## src/rtl/rf_writeback_ctrl_pkg.sv

```systemverilog
// Shared defaults, write-port source encoding and width helpers for the
// register-file writeback controller.
package rf_writeback_ctrl_pkg;

    localparam int ADDR_W_DEF   = 5;
    localparam int DATA_W_DEF   = 32;
    localparam int LQ_DEPTH_DEF = 2;

    // Which producer owns the write port in a given cycle.
    typedef enum logic [1:0] {
        SRC_NONE = 2'd0,
        SRC_ALU  = 2'd1,
        SRC_LD   = 2'd2
    } wb_src_e;

    function automatic int cnt_w(input int depth);
        return $clog2(depth + 1);
    endfunction

    function automatic int ptr_w(input int depth);
        return (depth > 1) ? $clog2(depth) : 1;
    endfunction

endpackage

```

## src/rtl/rf_writeback_ctrl_load_fifo.sv

```systemverilog
// wb_load_fifo: small circular queue holding load results (rd, data) until
// the writeback port can take them. Push is ignored when full, pop when empty.
module wb_load_fifo
    import rf_writeback_ctrl_pkg::*;
#(
    parameter int DEPTH  = LQ_DEPTH_DEF,
    parameter int ADDR_W = ADDR_W_DEF,
    parameter int DATA_W = DATA_W_DEF
) (
    input  logic                         i_clk,
    input  logic                         i_reset,
    input  logic                         i_push,
    input  logic [ADDR_W-1:0]            i_push_rd,
    input  logic [DATA_W-1:0]            i_push_data,
    input  logic                         i_pop,
    output logic [$clog2(DEPTH+1)-1:0]   o_count,
    output logic [ADDR_W-1:0]            o_head_rd,
    output logic [DATA_W-1:0]            o_head_data
);

    localparam int PTR_W = ptr_w(DEPTH);
    localparam int CNT_W = $clog2(DEPTH + 1);

    logic [ADDR_W-1:0] r_rd   [DEPTH];
    logic [DATA_W-1:0] r_data [DEPTH];
    logic [PTR_W-1:0]  r_wptr;
    logic [PTR_W-1:0]  r_rptr;
    logic [CNT_W-1:0]  r_count;
    logic              w_push;
    logic              w_pop;

    function automatic logic [PTR_W-1:0] ptr_inc(input logic [PTR_W-1:0] p);
        return (p == PTR_W'(DEPTH - 1)) ? '0 : p + PTR_W'(1);
    endfunction

    assign w_push = i_push && (r_count != CNT_W'(DEPTH));
    assign w_pop  = i_pop && (r_count != '0);

    always_ff @(posedge i_clk or posedge i_reset) begin
        if (i_reset) begin
            r_wptr  <= '0;
            r_rptr  <= '0;
            r_count <= '0;
        end else begin
            if (w_push) r_wptr <= ptr_inc(r_wptr);
            if (w_pop)  r_rptr <= ptr_inc(r_rptr);
            // Simultaneous push and pop leaves the fill level unchanged.
            case ({w_push, w_pop})
                2'b10:   r_count <= r_count + CNT_W'(1);
                2'b01:   r_count <= r_count - CNT_W'(1);
                default: r_count <= r_count;
            endcase
        end
    end

    always_ff @(posedge i_clk) begin
        if (w_push) begin
            r_rd[r_wptr]   <= i_push_rd;
            r_data[r_wptr] <= i_push_data;
        end
    end

    assign o_count     = r_count;
    assign o_head_rd   = r_rd[r_rptr];
    assign o_head_data = r_data[r_rptr];

endmodule

```

## src/rtl/rf_writeback_ctrl.sv

```systemverilog
// Register-file writeback arbiter: ALU results vs queued load results, plus a
// pending-load scoreboard. Define WB_BYPASS_EN to add write-port bypass outputs.
module rf_writeback_ctrl
    import rf_writeback_ctrl_pkg::*;
#(
    parameter int ADDR_W   = ADDR_W_DEF,
    parameter int DATA_W   = DATA_W_DEF,
    parameter int LQ_DEPTH = LQ_DEPTH_DEF
) (
    input  logic              clk,
    input  logic              reset,
    input  logic              alu_valid,
    output logic              alu_ready,
    input  logic [ADDR_W-1:0] alu_rd,
    input  logic [DATA_W-1:0] alu_data,
    input  logic              ld_valid,
    output logic              ld_ready,
    input  logic [ADDR_W-1:0] ld_rd,
    input  logic [DATA_W-1:0] ld_data,
    input  logic              iss_ld_valid,
    input  logic [ADDR_W-1:0] iss_ld_rd,
    input  logic [ADDR_W-1:0] rs_a,
    input  logic [ADDR_W-1:0] rs_b,
    output logic              busy_a,
    output logic              busy_b,
    output logic              write_enable,
    output logic [ADDR_W-1:0] write_address,
    output logic [DATA_W-1:0] write_data
`ifdef WB_BYPASS_EN
    ,
    output logic              byp_hit_a,
    output logic              byp_hit_b,
    output logic [DATA_W-1:0] byp_data_a,
    output logic [DATA_W-1:0] byp_data_b
`endif
);

    localparam int CNT_W = cnt_w(LQ_DEPTH);
    localparam int NREGS = 1 << ADDR_W;

    // Handshake: a transfer happens on a rising edge where valid and ready are
    // both 1; ready depends only on the load-queue fill level, never on valid.

    logic [CNT_W-1:0]  w_count;
    logic              w_full;
    logic              w_ld_push;
    logic              w_pop;
    wb_src_e           w_src;
    logic [ADDR_W-1:0] w_sel_rd;
    logic [DATA_W-1:0] w_sel_data;
    logic [ADDR_W-1:0] w_head_rd;
    logic [DATA_W-1:0] w_head_data;

    logic              r_we;
    logic [ADDR_W-1:0] r_addr;
    logic [DATA_W-1:0] r_data;
    wb_src_e           r_src;
    logic [NREGS-1:0]  r_busy;

    assign w_full    = (w_count == CNT_W'(LQ_DEPTH));
    assign ld_ready  = !w_full;
    assign alu_ready = !w_full;
    assign w_ld_push = ld_valid && ld_ready;

    wb_load_fifo #(
        .DEPTH  (LQ_DEPTH),
        .ADDR_W (ADDR_W),
        .DATA_W (DATA_W)
    ) u_load_fifo (
        .i_clk       (clk),
        .i_reset     (reset),
        .i_push      (w_ld_push),
        .i_push_rd   (ld_rd),
        .i_push_data (ld_data),
        .i_pop       (w_pop),
        .o_count     (w_count),
        .o_head_rd   (w_head_rd),
        .o_head_data (w_head_data)
    );

    // A full queue must drain first; otherwise the ALU wins over queued loads.
    always_comb begin
        w_src      = SRC_NONE;
        w_pop      = 1'b0;
        w_sel_rd   = '0;
        w_sel_data = '0;
        if (w_full) begin
            w_src      = SRC_LD;
            w_pop      = 1'b1;
            w_sel_rd   = w_head_rd;
            w_sel_data = w_head_data;
        end else if (alu_valid) begin
            w_src      = SRC_ALU;
            w_sel_rd   = alu_rd;
            w_sel_data = alu_data;
        end else if (w_count != '0) begin
            w_src      = SRC_LD;
            w_pop      = 1'b1;
            w_sel_rd   = w_head_rd;
            w_sel_data = w_head_data;
        end
    end

    always_ff @(posedge clk or posedge reset) begin
        if (reset) begin
            r_we   <= 1'b0;
            r_addr <= '0;
            r_data <= '0;
            r_src  <= SRC_NONE;
        end else begin
            r_we   <= (w_src != SRC_NONE) && (w_sel_rd != '0);
            r_addr <= w_sel_rd;
            r_data <= w_sel_data;
            r_src  <= w_src;
        end
    end

    // Clear comes from the load write currently on the port; a new issue to
    // the same rd in that cycle is assigned later and therefore wins.
    always_ff @(posedge clk or posedge reset) begin
        if (reset) begin
            r_busy <= '0;
        end else begin
            if (r_we && (r_src == SRC_LD)) r_busy[r_addr] <= 1'b0;
            if (iss_ld_valid && (iss_ld_rd != '0)) r_busy[iss_ld_rd] <= 1'b1;
        end
    end

    assign busy_a = (rs_a != '0) && r_busy[rs_a];
    assign busy_b = (rs_b != '0) && r_busy[rs_b];

    assign write_enable  = r_we;
    assign write_address = r_addr;
    assign write_data    = r_data;

`ifdef WB_BYPASS_EN
    assign byp_hit_a  = r_we && (r_addr == rs_a) && (rs_a != '0);
    assign byp_hit_b  = r_we && (r_addr == rs_b) && (rs_b != '0);
    assign byp_data_a = r_data;
    assign byp_data_b = r_data;
`endif

endmodule

```

## config.mk

```make
export PLATFORM = sky130hd
export DESIGN_NAME = rf_writeback_ctrl
export DESIGN_NICKNAME = d
export VERILOG_FILES = /design/src/rtl/rf_writeback_ctrl_pkg.sv /design/src/rtl/rf_writeback_ctrl_load_fifo.sv /design/src/rtl/rf_writeback_ctrl.sv
export SDC_FILE = /design/constraint.sdc
export NUM_CORES = 1
export LEC_CHECK = 0
export ABC_AREA = 1
export ABC_CLOCK_PERIOD_IN_PS = 2700
export CELL_PAD_IN_SITES_DETAIL_PLACEMENT = 1
export CELL_PAD_IN_SITES_GLOBAL_PLACEMENT = 2
export CORE_AREA = 2 2 161 163
export CTS_BUF_LIST = sky130_fd_sc_hd__clkbuf_16
export DETAILED_ROUTE_END_ITERATION = 6
export DIE_AREA = 0 0 163 165
export GPL_TIMING_DRIVEN = 0
export PLACE_DENSITY_LB_ADDON = 0.1
export SYNTH_ARGS = -nofsm -noshare
export SYNTH_HDL_FRONTEND = slang
export SYNTH_HIERARCHICAL = 1
export SYNTH_SLANG_ARGS = --single-unit
```

## constraint.sdc

```tcl
create_clock -name clk -period 2.7 [get_ports clk]
set_input_delay 0.27 -clock clk [delete_from_list [all_inputs] [get_ports clk]]
set_output_delay 0.27 -clock clk [all_outputs]
set_load 0.05 [all_outputs]
```

# == Word level (Yosys, flattened, before mapping) ==
# Memories as Yosys holds them, arrays and structs flattened.
# Cells that the tools add are included.
# word_totals
register_bits,76
ramBits,74
in_bits,94
output_inout_bits,42
elab_cells,73
memories,2
# mem_list
memory,words,word_bits,read_ports,rd_ports_with_merged_regs,wr,line_no,source
u_load_fifo.r_data,2,32,1,0,1,rf_writeback_ctrl_load_fifo.sv:25,logic [DATA_W-1:0] r_data [DEPTH];
u_load_fifo.r_rd,2,5,1,0,1,rf_writeback_ctrl_load_fifo.sv:24,logic [ADDR_W-1:0] r_rd [DEPTH];
# classes
n_addsub,4
order_cmp,6
eq_ne,5
muxes,27
bitwise,3
reduce_logical,18
# ops
cell,n
$mux 32,5
$and 32x32->32,1
$not 32->32,1
$or 32x32->32,1
$lt 5x6->1 const B,4
$reduce_bool 5->1,4
$mux 5,3
$mux 1,11
$bmux 1 s5,2
$demux 1 s5,2
$ge 5x1->1 const B,2
$logic_and 1x1->1,10
$eq 2x2->1 const B,3
$mux 2,3
$reduce_bool 2->1,3
$pmux 2 s2,1
$add 1x1->1 const B,2
$add 2x1->2 const B,1
$eq 2x1->1 const B,1
$ne 2x2->1 const B,1
$sub 2x1->2 const B,1
$logic_not 1->1,1

# == Longest topological paths before layout ==
# Gate-level depths: netlist of run 1.
# logic_depth
word_depth,9
ltp_mapped,13
mapped_depth_nobuf,11

# == Hierarchy ==
# Netlist of run 1, hierarchy kept.
# by_module_without_submodules
mod,instances,cells_per_inst,area_each_um2,seq_area_each_um2
rf_writeback_ctrl,1,544,3975.1,1801.7
wb_load_fifo,1,224,2984.1,2322.2

# == Worst setup path after synthesis of run 1 ==
# OpenSTA, ideal clock, no wires.
# synth_timing
kind,flip-flop to flip-flop
start,register u_load_fifo.r_count[0] (netlist: u_load_fifo/o_count[0])
end,"memory u_load_fifo/r_data[1][0] in the netlist's numbering, enable pin"
setup_time_ns,0.431
arrival_time_ns,2.331
required_ns,2.269
slack_ns,-0.062
stages_incl_launch_ff,5
path_buffers,0
period_less_slack_ns,2.762
path_cell_list,dfrtp_1 -> inv_2 -> a21boi_0 -> nand2_1 -> nor2_1
# synth_via
elab_chain_cells,6
word_cells_on_any_way,7
classes_between,eq/ne: 2; mux: 2; reduce/logical: 3
# synth_lines
element,line_no,source
"start, declared",rf_writeback_ctrl_load_fifo.sv:28,logic [CNT_W-1:0] r_count;
"start signal, assigned",rf_writeback_ctrl_load_fifo.sv:49,2'b10: r_count <= r_count + CNT_W'(1);
"start signal, assigned",rf_writeback_ctrl_load_fifo.sv:50,2'b01: r_count <= r_count - CNT_W'(1);
"start signal, assigned",rf_writeback_ctrl_load_fifo.sv:51,default: r_count <= r_count;
$eq 2x2->1,rf_writeback_ctrl.sv:60,assign w_full = (w_count == CNT_W'(LQ_DEPTH));
$logic_not 1->1,rf_writeback_ctrl.sv:61,assign ld_ready = !w_full;
$logic_and 1x1->1,rf_writeback_ctrl.sv:63,assign w_ld_push = ld_valid && ld_ready;
net w_ld_push,rf_writeback_ctrl.sv:46,logic w_ld_push;
$logic_and 1x1->1,rf_writeback_ctrl_load_fifo.sv:36,assign w_push = i_push && (r_count != CNT_W'(DEPTH));
$mux 1,rf_writeback_ctrl_load_fifo.sv:57,if (w_push) begin
$mux 1 (implied by the code),rf_writeback_ctrl_load_fifo.sv:59,r_data[r_wptr] <= i_push_data;
"end, declared",rf_writeback_ctrl_load_fifo.sv:25,
# The timed path passes the listed nets, and every way through them passes these cells.

# == Final worst setup path of run 1 ==
# layout_timing
start,register r_busy[1]
end,output port busy_a
# layout_via
elab_chain_cells,3
# layout_lines
element,line_no,source
"start, declared",rf_writeback_ctrl.sv:58,logic [NREGS-1:0] r_busy;
"start signal, assigned",rf_writeback_ctrl.sv:122,r_busy <= '0;
"start signal, assigned by index",rf_writeback_ctrl.sv:124,if (r_we && (r_src == SRC_LD)) r_busy[r_addr] <= 1'b0;
"start signal, assigned by index",rf_writeback_ctrl.sv:125,if (iss_ld_valid && (iss_ld_rd != '0)) r_busy[iss_ld_rd] <= 1'b1;
$bmux 1 s5,rf_writeback_ctrl.sv:129,assign busy_a = (rs_a != '0) && r_busy[rs_a];
$mux 1 (implied by the code),rf_writeback_ctrl.sv:129,
$logic_and 1x1->1,rf_writeback_ctrl.sv:129,
"end, declared",rf_writeback_ctrl.sv:24,"output logic busy_a,"
# Every way passes these cells. The select of a mux whose other input is x is not followed.

==> results of run 1 <==
path summary, 6_finish.rpt:
check | to | slack, ns | cells after the start
setup / recovery | busy_a | 0.21 | 11
hold / removal | u_load_fifo/r_rptr | 0.12 | 2
setup reg to reg | u_load_fifo/r_data[1][16] | 0.66 | 5
hold reg to reg | u_load_fifo/r_wptr | 0.48 | 2
max in group asynchronous | write_data[3] | 1.97 | 3
min in group clk | write_data[31] | 0.29 | 4
synth_stat cells, drive strengths merged, types with 2 or more instances:
master,n,share of area [%]
a21oi,2,0.14
a31oi,3,0.27
buf,23,2.9
clkbuf,6,0.76
dfrtp,76,27
edfxtp,74,32
inv,174,9.5
nand2,186,10
nand3,64,4.6
nand3b,3,0.32
nand4,2,0.18
nor2,14,0.79
o21ai,101,7.3
o22ai,34,3.1
or2,2,0.18
power by group:
group	total, mW	switching [mW]	internal (mW)
registers	3.58	0.370	3.21
clock network	2.47	1.07	1.40
logic	4.33	2.91	1.42
total	10.4	4.36	6.03
metrics by stage:
stage	util (%)	TNS (ns)	total power [mW]	area, um2	cells
global placement	34.65	-94.39	7.852	8676	1228
CTS	37.40	0	10.54	9363	1263
detailed placement	34.98	0	7.996	8758	1231
finish	37.42	0	10.39	9368	1264
global route	37.41	0	11.07	9365	1263
floorplan	-	0	6.287	6962	768
flip-flops by register name, indices dropped and copies added, names as in the netlist:
| register | flops |
|---|---|
| write_data | 32 |
| u_load_fifo/r_rd | 10 |
| r_src | 2 |
| r_busy | 32 |
| u_load_fifo/r_rptr | 1 |
| u_load_fifo/r_data | 64 |
| u_load_fifo/o_count | 2 |
| write_address | 5 |
| u_load_fifo/r_wptr | 1 |
| write_enable | 1 |
layout make-up:
class	instances	area, um2
Antenna cell	1	2.502
Buffer	29	255.2
Clock buffer	17	425.4
Clock inverter	15	178.9
Fill cell	2914	15670
Inverter	174	665.6
Multi-Input combinational cell	415	1924
Sequential cell	150	4124
Tap cell	330	412.9
Timing Repair Buffer	133	1379
what timing repair did:
action | 4_1_cts | 5_1_grt
hold buffers | 0 | 0
endpoints found under the setup margin | 0 | 1
resized for setup | 0 | 1
worst max-delay path, cell delays in order (launching register included):
cell and delay [ns]:
dfrtp_1 0.40, inv_1 0.07, nand2_1 0.06, nand3_1 0.07, nand2_1 0.09, nand2_1 0.05
nand2_1 0.05, inv_1 0.04, nand2_1 0.06, nand2_1 0.04, nand2_1 0.06, clkdlybuf4s50_1 0.79
cell families (layout without fill, tap and decap cells):
family	after synthesis	count (layout)
xor gates and xnor gates	1	1
and+or+nand+nor	272	272
buffers and inverters	203	368
DFF	150	150
AOI/OAI and AO/OA	141	141
adders and majority gates	1	1
other	0	1
per-layer routing:
metal / vias to the layer above / GRT usage [%] / routed length, um
met4: 0 / 4.304 / 231
met5: - / 0 / 0
met3: 16 / 4.872 / 1123
met1: 2783 / 22.52 / 10080
met2: 111 / 30.12 / 11080
li1: 2764 / - / -
==> flow_summary.toml, run 1 <==
[run_status]
outcome = "complete, no violations"

[logic_synthesis]
yosysWarnings = 6
syn-cell-area_mm2 = 0.006959
yosys.cell_types.count = 30
syn_nets = 863
synthArstFlopShare_pct = 50.67
synth_xor_area_share_pct = 0.1259
ys_ff_latch = 150
yosys.area_share.simple_pct = 16.25
synth_seq_area_share_pct = 59.26
synth_adder_area_share_pct = 0.1798
synth_edf_count = 74
syn_inst = 768
synth_top_family_by_area = "simple AND/OR/NAND/NOR gates"
synthMuxAreaShare_pct = 0
synth_area_per_cell_um2 = 9.061
synthFlopType = "dfrtp_1"
synth_compound_area_share_pct = 10.99

[sta]
hold_viol = 0
setup_viol_count_final = 0
slew_headroom_pct = 53.09
fmax_mhz = 401.8
grt_setup_unrepaired = "false"
setup_ws_ns = 0.2113
period_share_pct = 92.18
finClkSkew_ns = 0.009393
worstMarginPinSlew_ns = 0.7019
period_minus_slack_ns = 2.489
whs_ns = 0.1200
drv_slew = 0

[floorplan]
die_h_um = 165
die_area_mm2 = 0.02690
io-pin-count = 136
start_util_pct = 27.80
die_w_um = 163
rows = 58
core_mm2 = 0.02504

[global_route]
grtUsageTotal_pct = 17.76
antenna_found_initial = 1
grt_pass1_vias = 6321
grt_max_degree = 61
grt-ovfl-total = 0
grt_pass1_wl_mm = 35.58

[finish]
area_delta_synth_final_pct = 34.61
final_common_cell = "nand2_1"
layout-drive-gt1-share_pct = 8.146
layout_common_cells = "nand2_1 (184), inv_1 (166), clkdlybuf4s50_1 (129)"
nets = 1015

[hold_path]
hp-class = "in -> async"

[place]
gp_congestion = 0.7730
port_buffers = 130
place_ws_ns = 0.2170
hpwlAfterDp_mm = 16.48

[clock_tree]
post-cts-setup-buffer-count = 0
cts_root_buffer = "clkbuf_16"
h-tree-depth = 4
path_clk_slew_ns = 0.07
clkLatencyLatePin_ns = 0.43
cts_buffer_depth = 2
clock_sinks = 150
numCtsBuffers = 17
cts_tree = "built"

[detailed_routing]
dr.first_iter.drc_count = 232
dr_total_vias = 5674
wire_per_inst_um = 17.82
drt.antenna.violating_nets = 0
wl_mm = 22.52
viasPerCell = 4.489
drcViolationCount = 0
firstDrtPassIters = 4

[worst_setup_path]
worstSetupPathType = "reg -> out"
critPathMaxFanout = 2
end_kind = "output pin"
worst_ep_required_time_ns = 2.43
r2r-start = "u_load_fifo/o_count[0]"
crit_arrival_ns = 2.22
startpoint = "r_busy[1]"
startpoint_type = "flip-flop"

[pwr]
power.density_mw_per_mm2 = 1109
p_leak_nw = 4.366
ir_drop_mv = 0.5815

[job]
maxCapViolations = 0
Note: power is estimated with default switching activity, not from simulation.
==> run 2: changes to the inputs <==
--- a/config.mk
+++ b/config.mk
@@ -15,6 +15,7 @@
 export DIE_AREA = 0 0 163 165
 export GPL_TIMING_DRIVEN = 0
 export PLACE_DENSITY_LB_ADDON = 0.1
+export SETUP_SLACK_MARGIN = 0.3
 export SYNTH_ARGS = -nofsm -noshare
 export SYNTH_HDL_FRONTEND = slang
 export SYNTH_HIERARCHICAL = 1
==> run 2 against run 1 <==
Net effect: hold slack gained 0.0019 ns; worst setup slack better by 0.28 ns; first-iteration DRC count is 2.2% lower; count of clock-buffer cells in the layout is the same; register-to-register slack hardly changed; design area is essentially flat; sequential share of layout area barely moved; total power decreased by 0.10%; largest power group unchanged.
==> flow_summary.toml, run 2 (same netlist as run 1, synthesis figures left out) <==
[run_status]
outcome = "complete, no violations"

[finish]
final_cell_area_mm2 = 0.009359
utilization_pct = 37.38
layout.cells.non_filler = 1264
max_flop_register = "u_load_fifo/r_data"
area_delta_synth_final_pct = 34.48
final_common_cell = "nand2_1"
largest_reg_flops = 64
layout_common_cells = "nand2_1 (184), inv_1 (166), clkdlybuf4s50_1 (128)"
nets = 1015
layout-drive-gt1-share_pct = 8.253

[clock_tree]
h-tree-depth = 4
clock_sinks = 150
numCtsBuffers = 17
cts_hold_buf = 0
post-cts-setup-buffer-count = 0
path_clk_slew_ns = 0.07
cts_buffer_depth = 2
cts_root_buffer = "clkbuf_16"
cts_tree = "built"
clkLatencyLatePin_ns = 0.43

[worst_setup_path]
startpoint = "r_busy[1]"
worst_ep_required_time_ns = 2.43
cp-endpoint = "busy_a"
worstSetupPathType = "reg -> out"
reg2regPathDepth = 5
startpoint_type = "flip-flop"
end_kind = "output pin"
crit_arrival_ns = 1.94
critPathMaxFanout = 2
r2r-start = "u_load_fifo/o_count[0]"
ff2ff_setup_slack_ns = 0.66
r2r-end = "u_load_fifo/r_data[1][16]"

[detailed_routing]
wl_mm = 22.50
wire_per_inst_um = 17.80
dr.first_iter.drc_count = 227
drt.antenna.violating_nets = 0
firstDrtPassIters = 4
dr_total_vias = 5671
drcViolationCount = 0
viasPerCell = 4.487

[pwr]
total_power_mw = 10.38
p_leak_nw = 4.358
ir_drop_mv = 0.5815
p_sw_share_pct = 41.92
seqPwrFrac_pct = 34.5
pwr-share-clk_pct = 23.8
pwr-share-comb_pct = 41.7
power.internal_mw = 6.027
p_sw_mw = 4.349
power.density_mw_per_mm2 = 1109

[sta]
grt_setup_unrepaired = "false"
drv_slew = 0
period_share_pct = 81.87
period_minus_slack_ns = 2.211
hold_viol = 0
slew_headroom_pct = 53.09
finClkSkew_ns = 0.01017
worstMarginPinSlew_ns = 0.7019
setup_viol_count_final = 0
tns_ns = 0
fmax_mhz = 452.4

[floorplan]
core_mm2 = 0.02504
io-pin-count = 136
die_area_mm2 = 0.02690
start_util_pct = 27.80
die_w_um = 163
die_h_um = 165
rows = 58

[global_route]
grt_pass1_vias = 6321
grt_pass1_wl_mm = 35.58
antenna_found_initial = 1
grt-ovfl-total = 0
grt_max_degree = 61
grtUsageTotal_pct = 17.76

[place]
dpl_cell_area_mm2 = 0.008758
port_buffers = 130
gp_congestion = 0.7730
hpwlAfterDp_mm = 16.48
dp_cells = 1231

[hold_path]
hp-class = "in -> async"

[job]
maxCapViolations = 0
-- run 2: cell count changes in the layout (fill, tap and decap cells not counted) --
cell             previous run  this run
clkbuf_2                    0         1
clkdlybuf4s50_1           129       128
dlygate4sd2_1               0         1
dlymetal6s2s_1              1         0
-- run 2: per-stage QoR --
stage	hold slack (ns)	setup WS (ns)
finish	0.1220	0.4894
global route	0.1443	0.3474
CTS	0.1111	0.4201
detailed placement	0.4661	0.2170
global placement	0.4543	-0.9582
floorplan	0.03608	0.5452
-- run 2: worst min path at each step --
stage | startpoint | to | slack (ns) | depth (start not counted)
3_5_place_dp | u_load_fifo/r_wptr | u_load_fifo/r_wptr | 0.47 | 2
4_1_cts | reset | u_load_fifo/r_rptr | 0.11 | 2
2_1_floorplan | reset | u_load_fifo/o_count[0] | 0.04 | 1
5_1_grt | reset | u_load_fifo/r_rptr | 0.14 | 2
6_report | reset | u_load_fifo/r_rptr | 0.12 | 2
3_3_place_gp | u_load_fifo/r_wptr | u_load_fifo/r_wptr | 0.45 | 2
-- run 2: critical path, stage by stage, from the launching register on --
cell	delay, ns
dfrtp_1	0.40
inv_1	0.07
nand2_1	0.06
nand3_1	0.07
nand2_1	0.09
nand2_1	0.05
nand2_1	0.05
inv_1	0.04
nand2_1	0.06
nand2_1	0.04
nand2_1	0.06
dlygate4sd2_1	0.52
-- run 2: area by class of cell --
| type | instances | area, um2 |
|---|---|---|
| diodes | 1 | 2.502 |
| repair buffers | 133 | 1370 |
| fillers | 2914 | 15680 |
| well taps | 330 | 412.9 |
| clock inverters | 15 | 178.9 |
| inverters | 174 | 665.6 |
| plain buffers | 29 | 255.2 |
| flip-flops and latches | 150 | 4124 |
| clock buffers | 17 | 425.4 |
| multi-input cells | 415 | 1924 |
-- run 2: metal layers --
metal  up-vias  GRT usage [%]  share of wire (%)
met5         -              0                  0
met4         0          4.304               0.85
met3        13          4.872                5.3
met2       117          30.12                 49
met1      2777          22.52                 44
li1       2764              -                  -
-- run 2: power by group through the flow --
stage | Clock [mW] | Sequential, mW | Combinational, mW
final | 2.47 | 3.58 | 4.32
after global routing | 2.65 | 3.67 | 4.75
after CTS | 2.54 | 3.60 | 4.39
after detailed placement | 0 | 3.63 | 4.37
after global placement | 0 | 3.63 | 4.22
after floorplan | 0 | 4.47 | 1.82
-- run 2: repair_timing --
item / in CTS / in global routing
gates resized for setup: 2 / 2
pin swaps: 0 / 0
setup endpoints to repair: 2 / 1
==> run 3: changes to the inputs <==
--- a/config.mk
+++ b/config.mk
@@ -6,13 +6,13 @@
 export NUM_CORES = 1
 export LEC_CHECK = 0
 export ABC_AREA = 1
-export ABC_CLOCK_PERIOD_IN_PS = 2700
+export ABC_CLOCK_PERIOD_IN_PS = 2300
 export CELL_PAD_IN_SITES_DETAIL_PLACEMENT = 1
 export CELL_PAD_IN_SITES_GLOBAL_PLACEMENT = 2
-export CORE_AREA = 2 2 161 163
+export CORE_AREA = 2 2 153 155
 export CTS_BUF_LIST = sky130_fd_sc_hd__clkbuf_16
 export DETAILED_ROUTE_END_ITERATION = 6
-export DIE_AREA = 0 0 163 165
+export DIE_AREA = 0 0 155 157
 export GPL_TIMING_DRIVEN = 0
 export PLACE_DENSITY_LB_ADDON = 0.1
 export SETUP_SLACK_MARGIN = 0.3
==> constraint.sdc (replaced) <==
create_clock -name clk -period 2.3 [get_ports clk]
set_input_delay 0.23 -clock clk [delete_from_list [all_inputs] [get_ports clk]]
set_output_delay 0.23 -clock clk [all_outputs]
set_load 0.05 [all_outputs]
==> run 3 against run 2 <==
Net effect: routed wire length down 1.9%; critical path depth did not move; count of clock-buffer cells in the layout did not move; critical path type unchanged; first-iteration DRC count shrank 20%; highest routed layer is now met5; global-route usage rose by 0.97 points; die area decreased by 9.5%; combinational power increased by 18%.
==> flow_summary.toml, run 3 (same netlist as run 1, synthesis figures left out) <==
[sta]
worstMarginPinSlew_ns = 0.5716
hold_viol = 0
setup_viol_count_final = 0
fmax_mhz = 516.5
drv_slew = 0
period_share_pct = 84.17
finClkSkew_ns = 0.01655
period_minus_slack_ns = 1.936
slew_headroom_pct = 61.89
grt_setup_unrepaired = "true"
whs_ns = 0.06841

[detailed_routing]
wl_mm = 22.08
routed-wl-met2_mm = 11.94
dr.max_layer_used = "met5"
dr.first_iter.drc_count = 182
viasPerCell = 4.679
dr_total_vias = 5736
wire_per_inst_um = 18.01
drcViolationCount = 0
drt.antenna.violating_nets = 0
wl_met1_mm = 8.738
firstDrtPassIters = 4
wl_met3_um = 855

[clock_tree]
h-tree-depth = 4
path_clk_slew_ns = 0.08
cts_buffer_depth = 2
clkLatencyLatePin_ns = 0.43
clock_sinks = 150
numCtsBuffers = 17
cts_root_buffer = "clkbuf_16"
cts_tree = "built"

[place]
hpwlAfterDp_mm = 16.04
dpl_cell_area_mm2 = 0.008688
port_buffers = 130
dp_cells = 1186
gp_congestion = 0.7932

[global_route]
grtUsageTotal_pct = 18.73
grt-ovfl-total = 0
antenna_found_initial = 3
grt_max_degree = 32
grt_pass1_wl_mm = 34.30
grt_pass1_vias = 6310

[worst_setup_path]
worst_ep_required_time_ns = 2.07
critPathMaxFanout = 2
crit_family = "simple AND/OR/NAND/NOR gates"
cpMostUsedCell = "nand2_1"
slowest_delay_ns = 0.40
path_cells = "inv_1 -> nand2_1 -> nand3_1 -> nand2_1 -> nand2_1 -> nand2_1 -> inv_1 -> nand2_1 -> nand2_1 -> nand2_1 -> buf_2"
cp_slowest_cell = "dfrtp_1"
crit_cells = 11
startpoint_type = "flip-flop"
crit_arrival_ns = 1.71
r2r-start = "u_load_fifo/o_count[0]"
startpoint = "r_busy[1]"
crit_buf_inv = 3
end_kind = "output pin"
r2r-end = "u_load_fifo/o_count[1]"
worstSetupPathType = "reg -> out"
cp-endpoint = "busy_b"
ff2ff_setup_slack_ns = 0.53
reg2regPathDepth = 12

[finish]
max_flop_register = "u_load_fifo/r_data"
final_cell_area_mm2 = 0.009374
area_delta_synth_final_pct = 34.70
layout-drive-gt1-share_pct = 9.468
final_common_cell = "nand2_1"
layout_common_cells = "nand2_1 (184), inv_1 (165), clkdlybuf4s50_1 (121)"
layout.cells.non_filler = 1226
nets = 1022
largest_reg_flops = 64
utilization_pct = 41.66

[floorplan]
rows = 55
start_util_pct = 30.93
io-pin-count = 136
core_mm2 = 0.02250
die_area_mm2 = 0.02434
die_h_um = 157
die_w_um = 155

[pwr]
power.density_mw_per_mm2 = 1295
total_power_mw = 12.14
p_leak_nw = 4.401
ir_drop_mv = 0.4877

[run_status]
outcome = "complete, no violations"

[hold_path]
hp-class = "in -> async"

[job]
maxCapViolations = 0
==> run 3: cell type report <==
class	instances	area, um2
clock inverters	15	185.2
plain buffers	29	259.0
fillers	2595	13130
well taps	285	356.6
diodes	1	2.502
inverters	174	666.9
flip-flops and latches	150	4125
multi-input cells	416	1938
repair buffers	139	1415
clock buffers	17	425.4
==> run 3: worst min path at each step <==
stage / cells past startpoint / endpoint
5_1_grt: 2 / u_load_fifo/r_wptr
3_5_place_dp: 2 / u_load_fifo/r_wptr
3_3_place_gp: 2 / u_load_fifo/r_wptr
6_report: 2 / u_load_fifo/r_wptr
4_1_cts: 2 / u_load_fifo/r_wptr
2_1_floorplan: 1 / u_load_fifo/o_count[0]
==> run 3: timing repair <==
item | in CTS | in global routing
resized for setup | 16 | 8
hold buffers | 0 | 0
cloned | 1 | 0
endpoints found under the setup margin | 46 | 21
pin swaps | 2 | 1
buffers inserted | 2 | 4
==> run 3: metrics by stage <==
| stage | TNS, ns | setup WS (ns) |
|---|---|---|
| after CTS | 0 | 0.2101 |
| final | 0 | 0.3641 |
| after global placement | -24.00 | -0.4506 |
| after global routing | 0 | 0.2408 |
| after floorplan | 0 | 0.4055 |
| after detailed placement | -7.531 | -0.1993 |
==> run 3: routing by layer <==
| metal | global-route usage (%) | vias to the layer above |
|---|---|---|
| met2 | 35.30 | 104 |
| met4 | 6.702 | 2 |
| met3 | 4.515 | 32 |
| met5 | 0 | - |
| li1 | - | 2782 |
| met1 | 20.41 | 2816 |
==> run 3: power by group <==
group          switching [mW]  total, mW  internal [mW]
Sequential              0.419       4.19           3.77
Clock                    1.30       2.86           1.56
Combinational            3.40       5.09           1.69
Total                    5.13       12.1           7.02
